$ cat config.mk
export PLATFORM = sky130hd
export DESIGN_NAME = gf_addsub_sched
export DESIGN_NICKNAME = d
export VERILOG_FILES = /design/src/rtl/gf_pkg.sv /design/src/rtl/gf_addsub_core.sv /design/src/rtl/gf_addsub_sched.sv
export SDC_FILE = /design/constraint.sdc
export NUM_CORES = 2
export LEC_CHECK = 0
export BUFFER_PORTS_ARGS = -buffer_cell sky130_fd_sc_hd__buf_4
export CELL_PAD_IN_SITES_DETAIL_PLACEMENT = 0
export CELL_PAD_IN_SITES_GLOBAL_PLACEMENT = 1
export CORE_AREA = 2 2 712 714
export DETAILED_ROUTE_END_ITERATION = 10
export DIE_AREA = 0 0 714 716
export PLACE_DENSITY_LB_ADDON = 0.12
export SLEW_MARGIN = 20
export SYNTH_ARGS = -nofsm -noshare
export SYNTH_HDL_FRONTEND = slang
export SYNTH_SLANG_ARGS = --single-unit
$ cat constraint.sdc
create_clock -name clk -period 6.1 [get_ports clk]
set_input_delay 0.915 -clock clk [delete_from_list [all_inputs] [get_ports clk]]
set_output_delay 0.915 -clock clk [all_outputs]
set_load 0.02 [all_outputs]
$ cat src/rtl/gf_pkg.sv
// Shared types and constants for the GF(p) add/subtract scheduler.
// The s1 record is the single in-flight operation held between the adder and the correction step.
package gf_pkg;

  localparam int GF_W = 256;

  localparam logic OP_ADD = 1'b0;
  localparam logic OP_SUB = 1'b1;

  typedef logic req_id_t;

  typedef struct packed {
    logic          valid;
    req_id_t       id;
    logic          op;
    logic [GF_W:0] partial;
    logic          carry;
  } s1_t;

endpackage

$ cat src/rtl/gf_addsub_core.sv
// Shared GF(p) add/subtract datapath: first-stage adder into the s1 register, then a
// combinational +/-p correction that the scheduler writes into the requester's output buffer.
module gf_addsub_core
  import gf_pkg::*;
(
  input  logic            clk,
  input  logic            rst_n,
  input  logic            stall,
  input  logic            in_valid,
  input  logic            in_id,
  input  logic            in_op,
  input  logic [GF_W-1:0] in_a,
  input  logic [GF_W-1:0] in_b,
  input  logic [GF_W-1:0] p,
  output logic            s1_valid,
  output logic            s1_id,
  output logic [GF_W-1:0] result
);

  s1_t             s1_q;
  s1_t             s1_d;
  logic [GF_W:0]   b_ext;
  logic [GF_W:0]   sum;
  logic [GF_W:0]   p_ext;
  logic [GF_W-1:0] add_red;
  logic            add_ge_p;

  // Subtraction reuses the adder as a + ~b + 1; the carry-out then means a >= b.
  always_comb begin
    b_ext = (in_op == OP_SUB) ? {1'b0, ~in_b} : {1'b0, in_b};
    sum   = {1'b0, in_a} + b_ext + {{GF_W{1'b0}}, (in_op == OP_SUB)};
  end

  always_comb begin
    s1_d = s1_q;
    if (!stall) begin
      s1_d.valid   = in_valid;
      s1_d.id      = req_id_t'(in_id);
      s1_d.op      = in_op;
      s1_d.partial = sum;
      s1_d.carry   = sum[GF_W];
    end
  end

  always_ff @(posedge clk or negedge rst_n) begin
    if (!rst_n) begin
      s1_q <= '0;
    end else begin
      s1_q <= s1_d;
    end
  end

  // A sum of two reduced operands is below 2p, so one conditional subtract suffices.
  always_comb begin
    p_ext    = {1'b0, p};
    add_red  = s1_q.partial[GF_W-1:0] - p;
    add_ge_p = (s1_q.partial >= p_ext);
    if (s1_q.op == OP_SUB) begin
      result = s1_q.carry ? s1_q.partial[GF_W-1:0] : (s1_q.partial[GF_W-1:0] + p);
    end else begin
      result = add_ge_p ? add_red : s1_q.partial[GF_W-1:0];
    end
  end

  assign s1_valid = s1_q.valid;
  assign s1_id    = s1_q.id;

endmodule

$ cat src/rtl/gf_addsub_sched.sv
// Round-robin scheduler sharing one pipelined GF(p) add/sub datapath between two requesters,
// each with its own one-entry response buffer.
module gf_addsub_sched
  import gf_pkg::*;
(
  input  logic            clk,
  input  logic            rst_n,
  input  logic [GF_W-1:0] p,
  input  logic            req0_valid,
  output logic            req0_ready,
  input  logic            req0_op,
  input  logic [GF_W-1:0] req0_a,
  input  logic [GF_W-1:0] req0_b,
  input  logic            req1_valid,
  output logic            req1_ready,
  input  logic            req1_op,
  input  logic [GF_W-1:0] req1_a,
  input  logic [GF_W-1:0] req1_b,
  output logic            rsp0_valid,
  input  logic            rsp0_ready,
  output logic [GF_W-1:0] rsp0_data,
  output logic            rsp1_valid,
  input  logic            rsp1_ready,
  output logic [GF_W-1:0] rsp1_data,
  output logic            busy
);

  logic [1:0]      req_valid;
  logic [1:0]      rsp_ready;
  logic [1:0]      grant;
  logic [1:0]      req_ready;
  logic [1:0]      pop;
  logic            advance;
  logic            stall;
  logic            can_load;
  logic            accept;
  req_id_t         gnt_id;
  logic            in_op;
  logic [GF_W-1:0] in_a;
  logic [GF_W-1:0] in_b;
  req_id_t         ptr_q;
  req_id_t         ptr_d;
  logic [1:0]      out_valid_q;
  logic [1:0]      out_valid_d;
  logic [GF_W-1:0] out_data_q [2];
  logic [GF_W-1:0] out_data_d [2];
  logic            s1_valid;
  logic            s1_id;
  logic [GF_W-1:0] result;

  // The pointer only breaks ties; a lone valid requester always wins.
  always_comb begin
    req_valid = {req1_valid, req0_valid};
    rsp_ready = {rsp1_ready, rsp0_ready};
    grant     = req_valid;
    if (&req_valid) begin
      grant = ptr_q ? 2'b10 : 2'b01;
    end
  end

  // s1 drains only into a free (or simultaneously popped) buffer of its own requester,
  // so a full buffer blocks both requesters until it is consumed.
  always_comb begin
    pop       = out_valid_q & rsp_ready;
    advance   = s1_valid & (~out_valid_q[s1_id] | pop[s1_id]);
    stall     = s1_valid & ~advance;
    can_load  = rst_n & ~stall;
    req_ready = grant & {2{can_load}};
    accept    = |req_ready;
    gnt_id    = req_id_t'(grant[1]);
    in_op     = gnt_id ? req1_op : req0_op;
    in_a      = gnt_id ? req1_a  : req0_a;
    in_b      = gnt_id ? req1_b  : req0_b;
    ptr_d     = accept ? req_id_t'(~gnt_id) : ptr_q;
  end

  gf_addsub_core u_core (
    .clk      (clk),
    .rst_n    (rst_n),
    .stall    (stall),
    .in_valid (accept),
    .in_id    (gnt_id),
    .in_op    (in_op),
    .in_a     (in_a),
    .in_b     (in_b),
    .p        (p),
    .s1_valid (s1_valid),
    .s1_id    (s1_id),
    .result   (result)
  );

  always_comb begin
    for (int n = 0; n < 2; n++) begin
      out_valid_d[n] = out_valid_q[n] & ~pop[n];
      out_data_d[n]  = out_data_q[n];
    end
    if (advance) begin
      out_valid_d[s1_id] = 1'b1;
      out_data_d[s1_id]  = result;
    end
  end

  always_ff @(posedge clk or negedge rst_n) begin
    if (!rst_n) begin
      ptr_q         <= 1'b0;
      out_valid_q   <= 2'b00;
      out_data_q[0] <= '0;
      out_data_q[1] <= '0;
    end else begin
      ptr_q         <= ptr_d;
      out_valid_q   <= out_valid_d;
      out_data_q[0] <= out_data_d[0];
      out_data_q[1] <= out_data_d[1];
    end
  end

  assign req0_ready = req_ready[0];
  assign req1_ready = req_ready[1];
  assign rsp0_valid = out_valid_q[0];
  assign rsp1_valid = out_valid_q[1];
  assign rsp0_data  = out_data_q[0];
  assign rsp1_data  = out_data_q[1];
  assign busy       = s1_valid | (|out_valid_q);

endmodule

# After elaboration in Yosys (flattened, before gate mapping)
# Index checks and enable logic that the tools add are counted.
# W data, S select, Z words.
# totals
register_bits,776
inputBits,1288
out_inout_bits,517
# op_classes
add_sub_neg,4
magnitude_cmp,5
muxes,19
n_bitwise,18
reduce_logical,5
# ops
cell,n
$mux W256,7
$bwmux W512,1
$add A256 B257 Y257,1
$add A257 B1 Y257,1
$ge A257 B256 Y1,1
$add A256 B256 Y256,1
$demux W256 S1,1
$not A256 Y256,1
$sub A256 B256 Y256,1
$mux W1,6
$mux W2,3
$not A1 Y1,6
$and A1 B1 Y1,5
$and A2 B2 Y2,2
$reduce_or A2 Y1,2
$ge A2 B2 Y1 const B,1
$logic_and A1 B1 Y1,2
$lt A1 B2 Y1 const B,1
$lt A2 B1 Y1 const B,1
$not A1 Y2,1
$or A1 B1 Y1,2
$or A2 B2 Y2,1
$reduce_and A2 Y1,1
$demux W1 S1,1
$ge A1 B1 Y1 const B,1

# Depth between registers and ports, before layout
# logic_depth
word_depth,11
mapped_depth,25

# Cells and area by module
# Synthesis repeated with hierarchy kept, for this count alone.
# hier_totals
cells_unflattened,13393
area_unflattened_um2,101282.1
# modules_own_cells
module,instances,cells_per_inst,area_each_um2,seq_area_each_um2
gf_addsub_core,1,11718,75457.4,6506.2
gf_addsub_sched,1,1675,25824.8,12887.4

# Worst setup path after synthesis
# No wires, ideal clock.
# synth_timing
path_kind,in2reg
startpoint,in req0_valid
endpoint,reg u_core.s1_q[255] (netlist name)
t_arrival_ns,6.005
setup_slack_ns,-0.037
cell_stages,23
path_cell_list,nand2b_1 > nand2_1 > clkbuf_1 > clkbuf_1 > buf_1 > mux2i_1 > xor2_1 > ha_1 > clkbuf_1 > nand4_1 > nor3_1 > nand2_1 > or3_1 > o31a_1 > o31a_1 > o21a_1 > o21bai_1 > a221oi_1 > o41ai_1 > a31oi_1 > o21ai_1 > xnor2_1 > o21ai_1
# synth_between
elab_chain_cells,7
word_cells_on_any_way,9
# synth_lines
item,line_no,text
"start, declared",gf_addsub_sched.sv:9,"input logic req0_valid,"
$reduce_and A2 Y1 *,gf_addsub_sched.sv:56,if (&req_valid) begin
$mux W2 *,gf_addsub_sched.sv:56,
$mux W256,gf_addsub_sched.sv:73,in_b = gnt_id ? req1_b : req0_b;
$not A256 Y256,gf_addsub_core.sv:30,"b_ext = (in_op == OP_SUB) ? {1'b0, ~in_b} : {1'b0, in_b};"
$mux W256,gf_addsub_core.sv:30,
$add A256 B257 Y257,gf_addsub_core.sv:31,"sum = {1'b0, in_a} + b_ext + {{GF_W{1'b0}}, (in_op == OP_SUB)};"
$add A257 B1 Y257 *,gf_addsub_core.sv:31,
"end signal, assigned",gf_addsub_core.sv:47,s1_q <= '0;
"end signal, assigned",gf_addsub_core.sv:49,s1_q <= s1_d;
"end, declared",gf_addsub_core.sv:20,s1_t s1_q;
# Every way passes the cells marked *; elsewhere a longest branch is shown, timed or not.
# A chain may end at the register's enable or synchronous reset.

# Final worst setup path
# layout_timing
startpoint,reg ptr_q
endpoint,reg u_core.s1_q[251] (netlist name)
# layout_between
elab_chain_cells,7
word_cells_on_any_way,9
# layout_lines
item,line_no,text
"start, declared",gf_addsub_sched.sv:41,req_id_t ptr_q;
"start signal, assigned",gf_addsub_sched.sv:110,ptr_q <= ptr_d;
$mux W2 *,gf_addsub_sched.sv:57,grant = ptr_q ? 2'b10 : 2'b01;
$mux W2 *,gf_addsub_sched.sv:56,
$mux W256,gf_addsub_sched.sv:73,
$not A256 Y256,gf_addsub_core.sv:30,
$mux W256,gf_addsub_core.sv:30,
$add A256 B257 Y257,gf_addsub_core.sv:31,
$add A257 B1 Y257 *,gf_addsub_core.sv:31,
# Marks and branches as above.

==> run summary <==
status = completed
Max-Cap Viols = 0
Final min period = 6.06 ns
Remaining DRCs = 0
clock latency on the worst-skew pair = 0.93 ns
std cell rows = 261
WL final = 865000 µm
average wire per cell in the routed design = 33.1 µm
sequential cell area fraction in the yosys report = 19.5%
CTS tree = done
syn_nets = 16.1k
Fin Setup TNS = 0 ns
Slew Viols, Final = 0
die area = 511000 µm²
Routed Antenna Nets = 0
Hold WC Path Type = primary input to flop
Ports = 1805
worst r2r src = ptr_q$_DFFE_PN0P_
worst path required time = 6.91 ns
CTS sink count = 775
crit path capture type = flop
reg2reg end = u_core.s1_q[251]$_DFFE_PN0N_
Max stage delay on crit path = 0.37 ns
Clock Skews = 0.0942 ns
final hold vios = 0
clock root cell = clkbuf_16
via count = 133k
Worst IR Drop VDD = 0.000241 V
Worst-Margin Slew = 1.39 ns
critical path startpoint = ptr_q$_DFFE_PN0P_
Synth Warn # = 0
hold path startpoint = rsp0_ready
dpl cells = 25.8k
DIE HEIGHT = 716 µm
number of synthesized flops with an enable pin = 0
fin util = 31.2%
CTS max path bufs = 4
WS Path Type = flop to flop
Primary FF master, synth = dfrtp_1
# setup viols final = 0
initial drt markers = 14.4k
Worst-path clk slew = 0.07 ns
Startpoint Class = flop
Die Wd = 714 µm
largest net degree at the start of global routing = 116
share of cells above drive strength 1 = 35.4%
Slew headroom = 6.79%
Post-Layout Cell Count = 26.1k
RSZ-0062 raised after global routing = true
share of the synthesized area in the top cell type = 19.5%
vias in the first global route = 129k
R2R cell count = 29
total CTS buffers = 111
area delta synth->final = 58.2%
H-tree levels = 3
Initial Util = 19.7%
Worst Hold Depth = 3
Setup WS pre-CTS = -1.86 ns
CP Buf/Inv Count = 9
total gr overflow = 0
Synth area leaders = dfrtp_1, a21oi_1, ha_1, nand2_1, xnor2_1
FFs w/ async S/R, synth = 100%
Nets = 21.3k
Critical Path Fanout Max = 5
Via density = 5.08
Distinct cells, synth = 95
1st-pass router iterations = 6
cell taking the most area after synthesis = dfrtp_1
Crit-path slowest cell = dfrtp_1
Crit path top cell by count = buf_12
Netlist Area Pre-Place = 99400 µm²
dpl hpwl = 762000 µm
reg2reg setup slack = 0.04 ns
Seq cells post-synth = 775
first-pass GRT wire length = 1140000 µm
total track usage = 32.3%
Placeable Area = 504000 µm²
initial antenna violation count = 255
Syn Area/Cell = 7.07 µm²
f_max = 0.165 GHz
final worst-path cycle share = 99.3%
critical path's top delay family = compound AO/OA/AOI/OAI gates
PortBufs = 1804
Synth Instances = 14.1k
post-route setup slack = 0.0438 ns
Worst Hold Endpoint = out_valid_q[0]$_DFF_PN0_
Routability Congestion = 1.10
Leakage = 72.9 nW
PwrDens = 637 nW/µm²
Worst Path Arrival = 6.87 ns
==> cell families after synthesis <==
kind of cell / count (synthesis) / share of synthesized area, %
simple gates: 4684 / 21.0
flops: 775 / 19.5
buf+inv: 1483 / 5.62
xor+xnor: 943 / 8.31
compound gates: 4742 / 28.7
mux: 670 / 7.19
fa+ha+maj: 769 / 9.70
==> sequential cells by signal, summed over array words and instances (netlist names) <==
name             flops
rsp0_data          256
rsp1_data          256
ptr_q                1
u_core.s1_valid      1
u_core.s1_id         1
out_valid_q          2
u_core.s1_q        258
==> tightest hold or removal path, cell delays in order <==
cell,delay (ns)
buf_4,0.07
nand2b_1,0.20
nand2_1,0.07
==> layout make-up <==
class | instances | area (µm²)
Fill cell | 56100 | 346000
Tap cell | 6706 | 8390
Multi-Input combinational cell | 11800 | 76900
Clock buffer | 155 | 3110
Clock inverter | 44 | 488
Sequential cell | 775 | 19400
Inverter | 676 | 2540
Antenna cell | 83 | 208
Timing Repair Buffer | 5865 | 46300
==> layout by cell type (no fill, tap or decap), types with 30 or more instances in the layout <==
cell type  netlist  routed
a211oi_1       163     159
a21boi_0        67      63
a21o_1         220     218
a21oi_1       1919    1850
a21oi_2          1      58
a221oi_1        48      38
a31oi_1        105      99
and2_1          66      64
and3_1          45      44
and4_1          30      30
buf_12           0     141
buf_4            3    5666
buf_6            0      35
clkbuf_16        0     116
dfrtp_1        775     770
diode_2          0      83
ha_1           766     739
inv_1          653     652
mux2_2         353     350
mux2i_1        317     268
mux2i_2          0      36
nand2_1       1980    1970
nand2b_1        59      58
nand3_1        166     159
nand4_1        386     386
nor2_1        1264    1242
nor2b_1         58      56
nor3_1         214     196
nor4_1         266     248
o211ai_1       101     101
o21a_1         112     110
o21ai_0        926     892
o21ai_1        173     192
o21bai_1       300     294
o221ai_1        51      46
o31ai_1        234     221
or2_2           39      40
or3_1           46      44
xnor2_1        588     568
xor2_1         355     340
==> worst max-delay path by stage <==
stage	endpoint	slack, ns	cells past startpoint
floorplan	u_core.s1_q[252]$_DFFE_PN0N_	0.03	25
global placement	u_core.s1_q[176]$_DFFE_PN0N_	-1.92	28
detailed placement	u_core.s1_q[176]$_DFFE_PN0N_	-1.86	28
CTS	u_core.s1_q[176]$_DFFE_PN0N_	-0.04	29
global route	u_core.s1_q[253]$_DFFE_PN0N_	-0.12	27
finish	u_core.s1_q[251]$_DFFE_PN0N_	0.04	29
==> layer usage <==
layer | part of all wire [%] | global-route usage, %
met5 | 0.049 | 0
met4 | 3.5 | 10.0
met3 | 8.1 | 7.35
met2 | 42 | 47.8
met1 | 47 | 46.0
==> power breakdown <==
part	internal (mW)	total, mW	switching, mW
clock network	3.85	6.78	2.93
logic	31.6	82.2	50.6
registers	7.69	11.2	3.46
==> Yosys cell counts (20+ instances only) <==
library cell / n
mux2_2: 353
nand4_1: 386
mux2i_1: 317
and3_1: 45
nand2b_1: 59
a31o_2: 21
and4_1: 30
a211o_1: 20
a211oi_1: 163
a21o_1: 220
a221o_1: 20
xor2_1: 355
nor2_1: 1264
a31oi_1: 105
a221oi_1: 48
or2_2: 39
o21ai_0: 926
nand3_1: 166
dfrtp_1: 775
o221ai_1: 51
inv_1: 653
and2_1: 66
a22oi_1: 24
buf_1: 155
nor2b_1: 58
a21boi_0: 67
o41ai_1: 23
nor3_1: 214
nand2_1: 1980
a21oi_1: 1919
nor4_1: 266
o211ai_1: 101
o21ai_1: 173
o21a_1: 112
o21bai_1: 300
o31ai_1: 234
clkbuf_1: 643
ha_1: 766
or3_1: 46
xnor2_1: 588
o31a_1: 22
o22ai_1: 27
==> what timing repair did <==
item / CTS / global route
hold buffers: 1 / 0
resized for setup: 211 / 293
endpoints found under the hold margin: 9 / 0
pin swaps: 78 / 134
endpoints found under the setup margin: 124 / 107
gates cloned: 5 / 3
setup buffers: 49 / 29
==> stage by stage <==
step | total power, mW | instance area, µm² | hold WS (ns)
finish | 100 | 157000 | 0.403
floorplan | 41.7 | 99400 | 0.471
CTS | 97.9 | 156000 | 0.325
global route | 104 | 157000 | 0.387
detailed placement | 90.2 | 150000 | 0.463
global placement | 90.5 | 150000 | 0.458
Note: power is estimated with default switching activity, not from simulation.
